File: config.mk
export PLATFORM = sky130hd
export DESIGN_NAME = palindrome_gen
export DESIGN_NICKNAME = d
export VERILOG_FILES = /design/src/rtl/palindrome_pkg.sv /design/src/rtl/palindrome_mirror.sv /design/src/rtl/palindrome_gen.sv
export SDC_FILE = /design/constraint.sdc
export NUM_CORES = 1
export LEC_CHECK = 0
export CORE_UTILIZATION = 35
export DETAILED_ROUTE_END_ITERATION = 6
export GPL_ROUTABILITY_DRIVEN = 0
export SYNTH_ARGS = -nofsm -noshare
export SYNTH_HDL_FRONTEND = slang
export SYNTH_HIERARCHICAL = 1
export SYNTH_SLANG_ARGS = --single-unit
File: constraint.sdc
create_clock -name clk -period 1.81 [get_ports clk]
set_input_delay 0.181 -clock clk [delete_from_list [all_inputs] [get_ports clk]]
set_output_delay 0.181 -clock clk [all_outputs]
set_load 0.005 [all_outputs]
File: src/rtl/palindrome_pkg.sv
// Shared types and helpers for the palindrome generator and its mirror network.
package palindrome_pkg;

    typedef enum logic {
        IDLE = 1'b0,
        SEND = 1'b1
    } state_t;

    // Widest palindrome the mirror helper supports.
    localparam int unsigned MAX_W = 64;

    function automatic int unsigned half_width(input int unsigned width);
        return (width + 1) / 2;
    endfunction

    // Seed bits at or above half_width(width) must be zero. For odd widths the
    // middle bit overlaps itself, so it shows up only once.
    function automatic logic [MAX_W-1:0] mirror_word(input logic [MAX_W-1:0] seed,
                                                     input int unsigned     width);
        logic [MAX_W-1:0] rev;
        rev = {<<{seed}};
        return seed | (rev >> (MAX_W - width));
    endfunction

endpackage

File: src/rtl/palindrome_mirror.sv
// Combinational seed -> WIDTH-bit bit-palindrome expansion.
module palindrome_mirror
    import palindrome_pkg::*;
#(
    parameter  int unsigned WIDTH = 16,
    localparam int unsigned HALF  = half_width(WIDTH)
) (
    input  logic [HALF-1:0]  seed,
    output logic [WIDTH-1:0] word
);

    always_comb begin
        word = WIDTH'(mirror_word(MAX_W'(seed), WIDTH));
    end

endmodule

File: src/rtl/palindrome_gen.sv
// Serial palindrome transmitter: accepts a half-word seed and streams the
// mirrored WIDTH-bit word one bit per beat, index 0 first.
module palindrome_gen
    import palindrome_pkg::*;
#(
    parameter  int unsigned WIDTH = 16,
    localparam int unsigned HALF  = half_width(WIDTH),
    localparam int unsigned CW    = $clog2(WIDTH)
) (
    input  logic             clk,
    input  logic             rst,
    input  logic             in_valid,
    output logic             in_ready,
    input  logic [HALF-1:0]  in_seed,
    output logic             out_valid,
    input  logic             out_ready,
    output logic             out_bit,
    output logic             out_last,
    output logic [WIDTH-1:0] pal_word,
    output logic             busy
);

    localparam logic [CW-1:0] LAST_IDX = CW'(WIDTH - 1);

    state_t           state;
    logic [CW-1:0]    idx;
    logic [CW-1:0]    idx_nxt;
    logic [WIDTH-1:0] mirror_w;
    logic             accept;
    logic             beat;

    palindrome_mirror #(
        .WIDTH (WIDTH)
    ) u_mirror (
        .seed (in_seed),
        .word (mirror_w)
    );

    // A new seed may land on the final beat so frames run with no bubble.
    always_comb begin
        in_ready = !rst && ((state == IDLE) || (out_valid && out_ready && out_last));
        accept   = in_valid && in_ready;
        beat     = out_valid && out_ready;
        idx_nxt  = idx + CW'(1);
    end

    always_ff @(posedge clk) begin
        if (rst) begin
            state     <= IDLE;
            idx       <= '0;
            pal_word  <= '0;
            out_valid <= 1'b0;
            out_bit   <= 1'b0;
            out_last  <= 1'b0;
            busy      <= 1'b0;
        end else if (accept) begin
            state     <= SEND;
            idx       <= '0;
            pal_word  <= mirror_w;
            out_valid <= 1'b1;
            out_bit   <= mirror_w[0];
            out_last  <= 1'b0;
            busy      <= 1'b1;
        end else if (beat) begin
            if (out_last) begin
                state     <= IDLE;
                idx       <= '0;
                out_valid <= 1'b0;
                out_bit   <= 1'b0;
                out_last  <= 1'b0;
                busy      <= 1'b0;
            end else begin
                idx      <= idx_nxt;
                out_bit  <= pal_word[idx_nxt];
                out_last <= (idx_nxt == LAST_IDX);
            end
        end
    end

endmodule

==> results.toml <==
[power_and_ir_drop]
ir_drop_uv = 312
internal_power_mw = 0.740
p_clk_share_pct = 24.2
p_per_area_nw_per_um2 = 656
switching_share_pct = 25.2
switching_power_mw = 0.249
p_seq_share_pct = 56.6
combPwrFrac_pct = 19.1
leakage_nw = 0.558

[logic_synthesis]
ys_types = 32
yosysWarnings = 6
synthTopCellsByArea = "dfxtp_1 (38%), buf_4 (10%), mux4_1 (8.6%)"
synth_ff_type = "dfxtp_1"
ys_ff_latch = 23
synth_edf_count = 0
synthArstFlopShare_pct = 0
synth_fp_nets = 146
synth_mux_area_share_pct = 11.3
synth_top_area_share_pct = 37.8
synth_xor_area_share_pct = 1.44
synth_top_area_cell = "dfxtp_1"
synth_top_family_by_area = "simple AND/OR/NAND/NOR gates"
yosys.area_share.simple_pct = 21.9
synth_compound_area_share_pct = 11.9
syn_inst = 132
ys_seq_area_share_pct = 37.8
synth_adder_area_share_pct = 2.06
syn_area_um2 = 1220
synth_area_per_cell_um2 = 9.22

[finish]
fin_area_um2 = 1510
num_antenna_cells = 0
seqCellArea_um2 = 462
post-route-util_pct = 45.2
syn_to_final_growth_pct = 23.9
fillers = 338
final_nets = 165
multi_input_area_um2 = 602
drive_above_1_share_pct = 10.0

[min_path]
hp-start = "in_seed[2]"
min_path_type = "input pin to flip-flop"

[timing]
hold_ws_ns = 0.446
setup_ws_ns = 0.145
setup_viol = 0
fin_crit_ns = 1.67
timing.final.hold_violations = 0
final.period_utilization_pct = 92.0
worst_slew_margin_rel_pct = 78.1
slew_violations = 0
tightest_slew_ns = 0.328
skew_ns = 0.00760
fin_setup_tns_ns = 0
fmax_mhz = 600
rsz0062_at_grt = "false"

[global_routing]
grt_usage_pct = 14.7
first_global_vias = 856
grt_antenna_before_repair = 0
grt_max_degree = 23
overflow = 0
grt_pass1_wl_um = 4030
use_met2_pct = 25.3
use_met1_pct = 19.0
met3_usage_pct = 2.77
top_usage_layer = "met2"

[routing]
dr.pass1.iters = 4
avgViaCountPerCell = 4.80
routed_wl_um = 2520
drt_iter0_drc = 27
ant_nets = 0
wire_per_inst_um = 12.8
drc = 0
dr_total_vias = 941

[cts]
clk_pin_slew_ns = 0.13
tritoncts = "yes"
clk_latency_ns = 0.31
cts_root_buffer = "clkbuf_4"
cts_setup_buffers = 0
numCtsBuffers = 3
cts.htree.levels = 1
cts.sinks = 23
cts_buffer_depth = 2
cts_hold_buf = 0

[setup_path]
critical_path.endpoint_type = "flip-flop"
worstSetupStartpointType = "flip-flop"
crit_path_max_fanout = 3
crit_required_ns = 2.02
worst-setup-path-type = "flip-flop to flip-flop"
reg2reg_from = "idx[0]"
arrival_ns = 1.88
cp-startpoint = "idx[0]"

[die]
fp.dieH_um = 61.0
die_x_um = 61.0
rows = 21
start_util_pct = 36.5
die_area_um2 = 3720
core_area_um2 = 3340
io_pins = 33

[placement]
io_buffers = 32
place_area_um2 = 1480
dp_slack_ns = 0.153
dp_hpwl_um = 1920

[status]
status = "completed"

[flow_run]
max_cap_violations = 0
==> cells by family (layout without fill, tap and decap cells) <==
kind of cell	count (synthesis)	count (layout)
DFF	23	23
and+or+nand+nor	50	50
AOI/OAI and AO/OA	24	24
muxes	7	7
adders and majority gates	2	2
xor gates and xnor gates	2	2
buffers and inverters	24	42
==> cell usage after synthesis, types with 3 or more instances <==
cell type / n
buf_4: 17
dfxtp_1: 23
nand2_1: 18
nand2b_1: 15
o21ai_1: 4
buf_2: 3
mux4_1: 4
o21ai_0: 12
nor2_1: 6
nor3_1: 4
==> sequential cells by signal, summed over array words and instances (netlist names) <==
register	flops
idx	4
state	1
out_last	1
out_bit	1
pal_word	16
==> power by group through the flow <==
stage               registers (mW)  clock network (mW)  logic (mW)
floorplan                    0.567                   0       0.107
global placement             0.571                   0       0.186
detailed placement           0.572                   0       0.189
CTS                          0.561               0.247       0.190
global route                 0.564               0.270       0.207
finish                       0.560               0.240       0.189
==> repair_timing <==
action | 4_1_cts | 5_1_grt
gates resized for setup | 0 | 2
hold endpoints to repair | 0 | 0
endpoints found under the setup margin | 0 | 1
==> area by class of cell <==
type | instances | share of cell area, %
timing repair buffer | 37 | 23.7
clock buffer | 4 | 1.74
inverter | 1 | 0.249
tap | 46 | 3.81
multi-input combinational | 85 | 39.9
sequential | 23 | 30.6
==> layout by cell type (no fill, tap or decap), types with 2 or more instances in the layout <==
cell type	Yosys	layout
o21ai_1	4	4
mux2_2	2	2
clkbuf_4	0	3
nand2_1	18	18
nor2_1	6	6
a21boi_0	2	2
nor3_1	4	4
ha_1	2	2
clkdlybuf4s50_1	0	32
dfxtp_1	23	22
o21ai_0	12	12
nand2b_1	15	15
buf_4	17	5
mux4_1	4	4
==> worst max-delay path, stage by stage, from the launching register on <==
cell and delay [ns]:
dfxtp_1 0.38, buf_4 0.13, ha_1 0.20, xor2_1 0.30, mux2_2 0.39, nand4bb_2 0.09
o211ai_2 0.08
==> worst paths after layout <==
path	end	slack, ns	cells after the start
setup / recovery	out_bit	0.14	6
setup reg to reg	out_bit	0.14	6
hold / removal	pal_word[2]	0.45	3
hold reg to reg	pal_word[1]	0.50	2
==> metrics by stage <==
step	total power [mW]	std cells
2_1_floorplan	0.674	132
3_3_place_gp	0.757	192
3_5_place_dp	0.761	192
4_1_cts	0.998	196
5_1_grt	1.04	196
6_report	0.989	196
==> layer usage <==
layer | routed length, µm | vias to the layer above
met3 | 123 | 0
met4 | 0 | 0
met2 | 1270 | 22
met5 | 0 | -
li1 | - | 472
met1 | 1120 | 447
(Power assumes the default switching activity.)
